[src/rtl/scan_mux.sv]
// N-channel, W-bit registered multiplexer. Channels are chosen by an external select
// or by a round-robin scanner that stays DWELL enabled cycles on each channel.
module scan_mux #(
  parameter int N     = 8,
  parameter int W     = 1,
  parameter int DWELL = 4,
  parameter int SW    = $clog2(N)
) (
  input  logic           clk,
  input  logic           rst_n,
  input  logic [N*W-1:0] din,
  input  logic [SW-1:0]  sel,
  input  logic           mode,
  input  logic           en,
  output logic [W-1:0]   dout,
  output logic [SW-1:0]  ch,
  output logic           valid,
  output logic           wrap
);

  localparam int NP  = 1 << SW;
  localparam int DCW = (DWELL > 1) ? $clog2(DWELL) : 1;
  localparam logic [SW:0]    N_EXT     = (SW + 1)'(N);
  localparam logic [SW-1:0]  LAST_CH   = SW'(N - 1);
  localparam logic [DCW-1:0] LAST_DWELL = DCW'(DWELL - 1);

  typedef enum logic {MANUAL, SCAN} state_t;

  state_t         state_reg, state_next;
  logic [SW-1:0]  scan_ch_reg, scan_ch_next;
  logic [DCW-1:0] dwell_reg, dwell_next;
  logic [W-1:0]   dout_reg, dout_next;
  logic [SW-1:0]  ch_reg, ch_next;
  logic           valid_reg, valid_next;
  logic           wrap_reg, wrap_next;

  logic [W-1:0]   chan [NP];
  logic           sel_ok;
  logic           last_ch;
  logic           last_dwell;

  // Pad the channel table to a power of two so unused select codes read as zero.
  for (genvar gi = 0; gi < NP; gi++) begin : g_chan
    if (gi < N) begin : g_used
      assign chan[gi] = din[gi*W +: W];
    end else begin : g_pad
      assign chan[gi] = '0;
    end
  end

  assign sel_ok     = {1'b0, sel} < N_EXT;
  assign last_ch    = (scan_ch_reg == LAST_CH);
  assign last_dwell = (dwell_reg == LAST_DWELL);

  always_comb begin
    state_next   = mode ? SCAN : MANUAL;
    scan_ch_next = scan_ch_reg;
    dwell_next   = dwell_reg;
    dout_next    = dout_reg;
    ch_next      = ch_reg;
    valid_next   = 1'b0;
    wrap_next    = 1'b0;

    if (!mode) begin
      // Leaving SCAN rewinds the scanner; in MANUAL it already sits at zero.
      if (state_reg == SCAN) begin
        scan_ch_next = '0;
        dwell_next   = '0;
      end
      if (en) begin
        dout_next  = chan[sel];
        ch_next    = sel;
        valid_next = sel_ok;
      end
    end else if (en) begin
      dout_next  = chan[scan_ch_reg];
      ch_next    = scan_ch_reg;
      valid_next = 1'b1;
      wrap_next  = last_ch && last_dwell;
      if (last_dwell) begin
        dwell_next   = '0;
        scan_ch_next = last_ch ? '0 : scan_ch_reg + SW'(1);
      end else begin
        dwell_next = dwell_reg + DCW'(1);
      end
    end
  end

  always_ff @(posedge clk or negedge rst_n) begin
    if (!rst_n) begin
      state_reg   <= MANUAL;
      scan_ch_reg <= '0;
      dwell_reg   <= '0;
      dout_reg    <= '0;
      ch_reg      <= '0;
      valid_reg   <= 1'b0;
      wrap_reg    <= 1'b0;
    end else begin
      state_reg   <= state_next;
      scan_ch_reg <= scan_ch_next;
      dwell_reg   <= dwell_next;
      dout_reg    <= dout_next;
      ch_reg      <= ch_next;
      valid_reg   <= valid_next;
      wrap_reg    <= wrap_next;
    end
  end

  assign dout  = dout_reg;
  assign ch    = ch_reg;
  assign valid = valid_reg;
  assign wrap  = wrap_reg;

endmodule

[config.mk]
export PLATFORM = sky130hd
export DESIGN_NAME = scan_mux
export DESIGN_NICKNAME = d
export VERILOG_FILES = /design/src/rtl/scan_mux.sv
export SDC_FILE = /design/constraint.sdc
export NUM_CORES = 1
export LEC_CHECK = 0
export ABC_AREA = 1
export BUFFER_PORTS_ARGS = -buffer_cell sky130_fd_sc_hd__buf_2
export CAP_MARGIN = 30
export CORE_MARGIN = 2
export CORE_UTILIZATION = 35
export CTS_CLUSTER_SIZE = 30
export DETAILED_ROUTE_END_ITERATION = 8
export RECOVER_POWER = 50
export SLEW_MARGIN = 20
export SYNTH_ARGS = -nofsm -noshare
export SYNTH_HDL_FRONTEND = slang
export SYNTH_SLANG_ARGS = --single-unit
export TNS_END_PERCENT = 100
[constraint.sdc]
create_clock -name clk -period 1.3 [get_ports clk]
set_input_delay 0.195 -clock clk [delete_from_list [all_inputs] [get_ports clk]]
set_output_delay 0.195 -clock clk [all_outputs]
set_load 0.03 [all_outputs]
==> summary.md <==
| Metric | Value |
|---|---|
| Final WL | `1.43 mm` |
| Power share of the sequential group | `46.8%` |
| Vias | `676` |
| Top cell type by total area after synthesis | `dfrtp_1` |
| # nets final | `143` |
| Most frequent CP cell | `ha_1` |
| Crit path required time | `1.48 ns` |
| Gp weighted congestion | `0.788` |
| Status | `completed` |
| Commonest non-fill, non-tap cell in the layout | `nand2_1` |
| Commonest cells after routing, fill and taps aside | `nand2_1, buf_2, inv_1` |
| Synth unique cells | `19` |
| DR WL/cell | `9.50 um` |
| Tot GR Track Use | `14.0%` |
| Hold Vio Cnt, Final | `0` |
| Vias in the first global route | `600` |
| Mapped Cells | `101` |
| Critical path, cell by cell | `ha_1 > ha_1 > inv_1 > nand4_1 > o21ai_0` |
| Post-CTS sizing | `0` |
| Crit end category | `flip-flop` |
| Clock skew | `0.00393 ns` |
| Sequential element share of the synthesized area | `42.1%` |
| Total CTS buffers | `3` |
| Die W | `49.1 um` |
| Synth top area share | `42.1%` |
| Final setup vio count | `0` |
| RSZ-0062 raised after global routing | `false` |
| Fillers | `213` |
| Period utilization | `90.2%` |
| Tmin final | `1.17 ns` |
| Core Box Area | `1940 um^2` |
| Switching Fraction | `35.7%` |
| Crit path launch type | `flip-flop` |
| Ant. Diodes | `0` |
| Post-synthesis register bit count | `12` |
| Row cnt | `16` |
| Postcts setup bufs | `0` |
| # clock sinks | `12` |
| ANT nets after route | `0` |
| CP max-delay cell | `dfrtp_1` |
| Total power | `1.07 mW` |
| Syn_nets | `119` |
| Initial antenna violation count | `0` |
| Syn_area_per_cell | `7.06 um^2` |
| CTS tree | `yes` |
| Worst-path clk slew | `0.06 ns` |
| Synth top area cells | `dfrtp_1, nand2_1, nand3_1` |
| DRC viols | `0` |
| Longest Clk Path Bufs | `2` |
| Worst-Skew Late Latency | `0.27 ns` |
| Total of max-cap violations | `0` |
| Post-DP HPWL | `1.15 mm` |
| Max Slew Vio Count | `0` |
| Worst IR Drop VDD | `0.722 mV` |
| Leak pwr | `0.485 nW` |
| Clock power share | `20.1%` |
| Share of cells above drive strength 1 | `20.3%` |
| CP arrival | `1.35 ns` |
| Total gr overflow | `0` |
| First-pass GRT wire length | `2.58 mm` |
| Final core utilization | `44.5%` |
| Rel. slew slack | `56.8%` |
| Router iterations before antenna repair | `4` |
| Worst slew pin tran | `0.647 ns` |
| Die height | `49.1 um` |
| Initial drt markers | `7` |
| Total net switching power | `0.383 mW` |
| PwrDens | `1240 nW/um^2` |
| Via density | `4.51` |
| I/O Pins | `21` |
| Root buffer cell | `clkbuf_4` |
| Critical path class | `reg -> reg` |
| Synthesis-to-finish area growth | `21.2%` |
| Port bufs | `20` |
| Die Area | `2410 um^2` |
| Cell internal pwr | `0.690 mW` |
| Post-CTS Hold Fix Bufs | `1` |
| Initial core utilization | `36.7%` |
| Synth Warn # | `0` |
| Critical Path Max Stage Delay | `0.44 ns` |
| Combinational power share | `33.1%` |
| H-Tree Depth | `1` |
| Fmax | `0.853 GHz` |
| Setup_tns | `0 ns` |
| Crit Path Max Fanout | `6` |
| Worst Hold Class | `in -> reg` |
| Mapped Area | `713 um^2` |
| Largest net degree at the start of global routing | `16` |
critical path, delay by kind of cell (launching register included):
kind	cells	cell delay (ns)
DFF	1	0.44
buffers and inverters	1	0.08
adders and majority gates	2	0.39
and+or+nand+nor	1	0.09
AOI/OAI and AO/OA	1	0.09
cells by family after synthesis:
family          Yosys count  synth area share, %
compound gates           12                 9.12
fa+ha+maj                 3                 5.26
buf+inv                  20                 11.2
flops                    12                 42.1
simple gates             54                 32.3
cell type report:
type	count	area [um^2]	area share, %
Timing Repair Buffer	21	108	12.4
Sequential cell	12	300	34.7
Multi-Input combinational cell	69	333	38.5
Tap cell	27	33.8	3.91
Clock buffer	3	22.5	2.60
Inverter	18	67.6	7.81
Yosys cell counts:
master     n
o22ai_1    1
inv_2      2
nand2_2    1
buf_4      1
o21ai_0    6
o211ai_1   1
nand4_1    1
ha_1       3
inv_1     16
o21ai_1    1
nand2_1   28
nand3b_1   1
or2_2      1
a31oi_1    1
buf_2      1
dfrtp_1   12
a21oi_1    2
nand3_1   13
nor2_1     9
path summary, 6_finish.rpt:
kind	start	to	slack, ns	cells after the start
min in group asynchronous	rst_n	valid	0.46	2
max reg2reg	scan_ch_reg[0]	scan_ch_reg[0]	0.13	5
min	mode	state_reg	0.18	1
min reg2reg	dout	dout	0.50	2
max in group asynchronous	rst_n	scan_ch_reg[0]	0.43	2
max	scan_ch_reg[0]	scan_ch_reg[0]	0.13	5
power groups by stage:
stage / Sequential, mW / Combinational [mW] / Clock [mW]
finish: 0.502 / 0.355 / 0.216
global route: 0.516 / 0.415 / 0.250
CTS: 0.505 / 0.363 / 0.228
detailed placement: 0.510 / 0.357 / 0
global placement: 0.509 / 0.359 / 0
floorplan: 0.542 / 0.215 / 0
metrics by stage:
step           hold slack [ns]  instance area (um^2)  cells  worst slack [ns]
2_1_floorplan           -0.101                   713    101             0.193
3_3_place_gp            0.0871                   835    146             0.168
3_5_place_dp            0.0892                   835    146             0.138
4_1_cts                  0.161                   867    150             0.121
5_1_grt                  0.182                   865    150          0.000845
6_report                 0.181                   865    150             0.128
metal layers:
metal	track usage (%)	routed length, um
met5	0	0
met4	4.29	8
met1	19.1	731
met2	20.0	614
met3	5.52	72
Power figures use the tool's default switching activity.
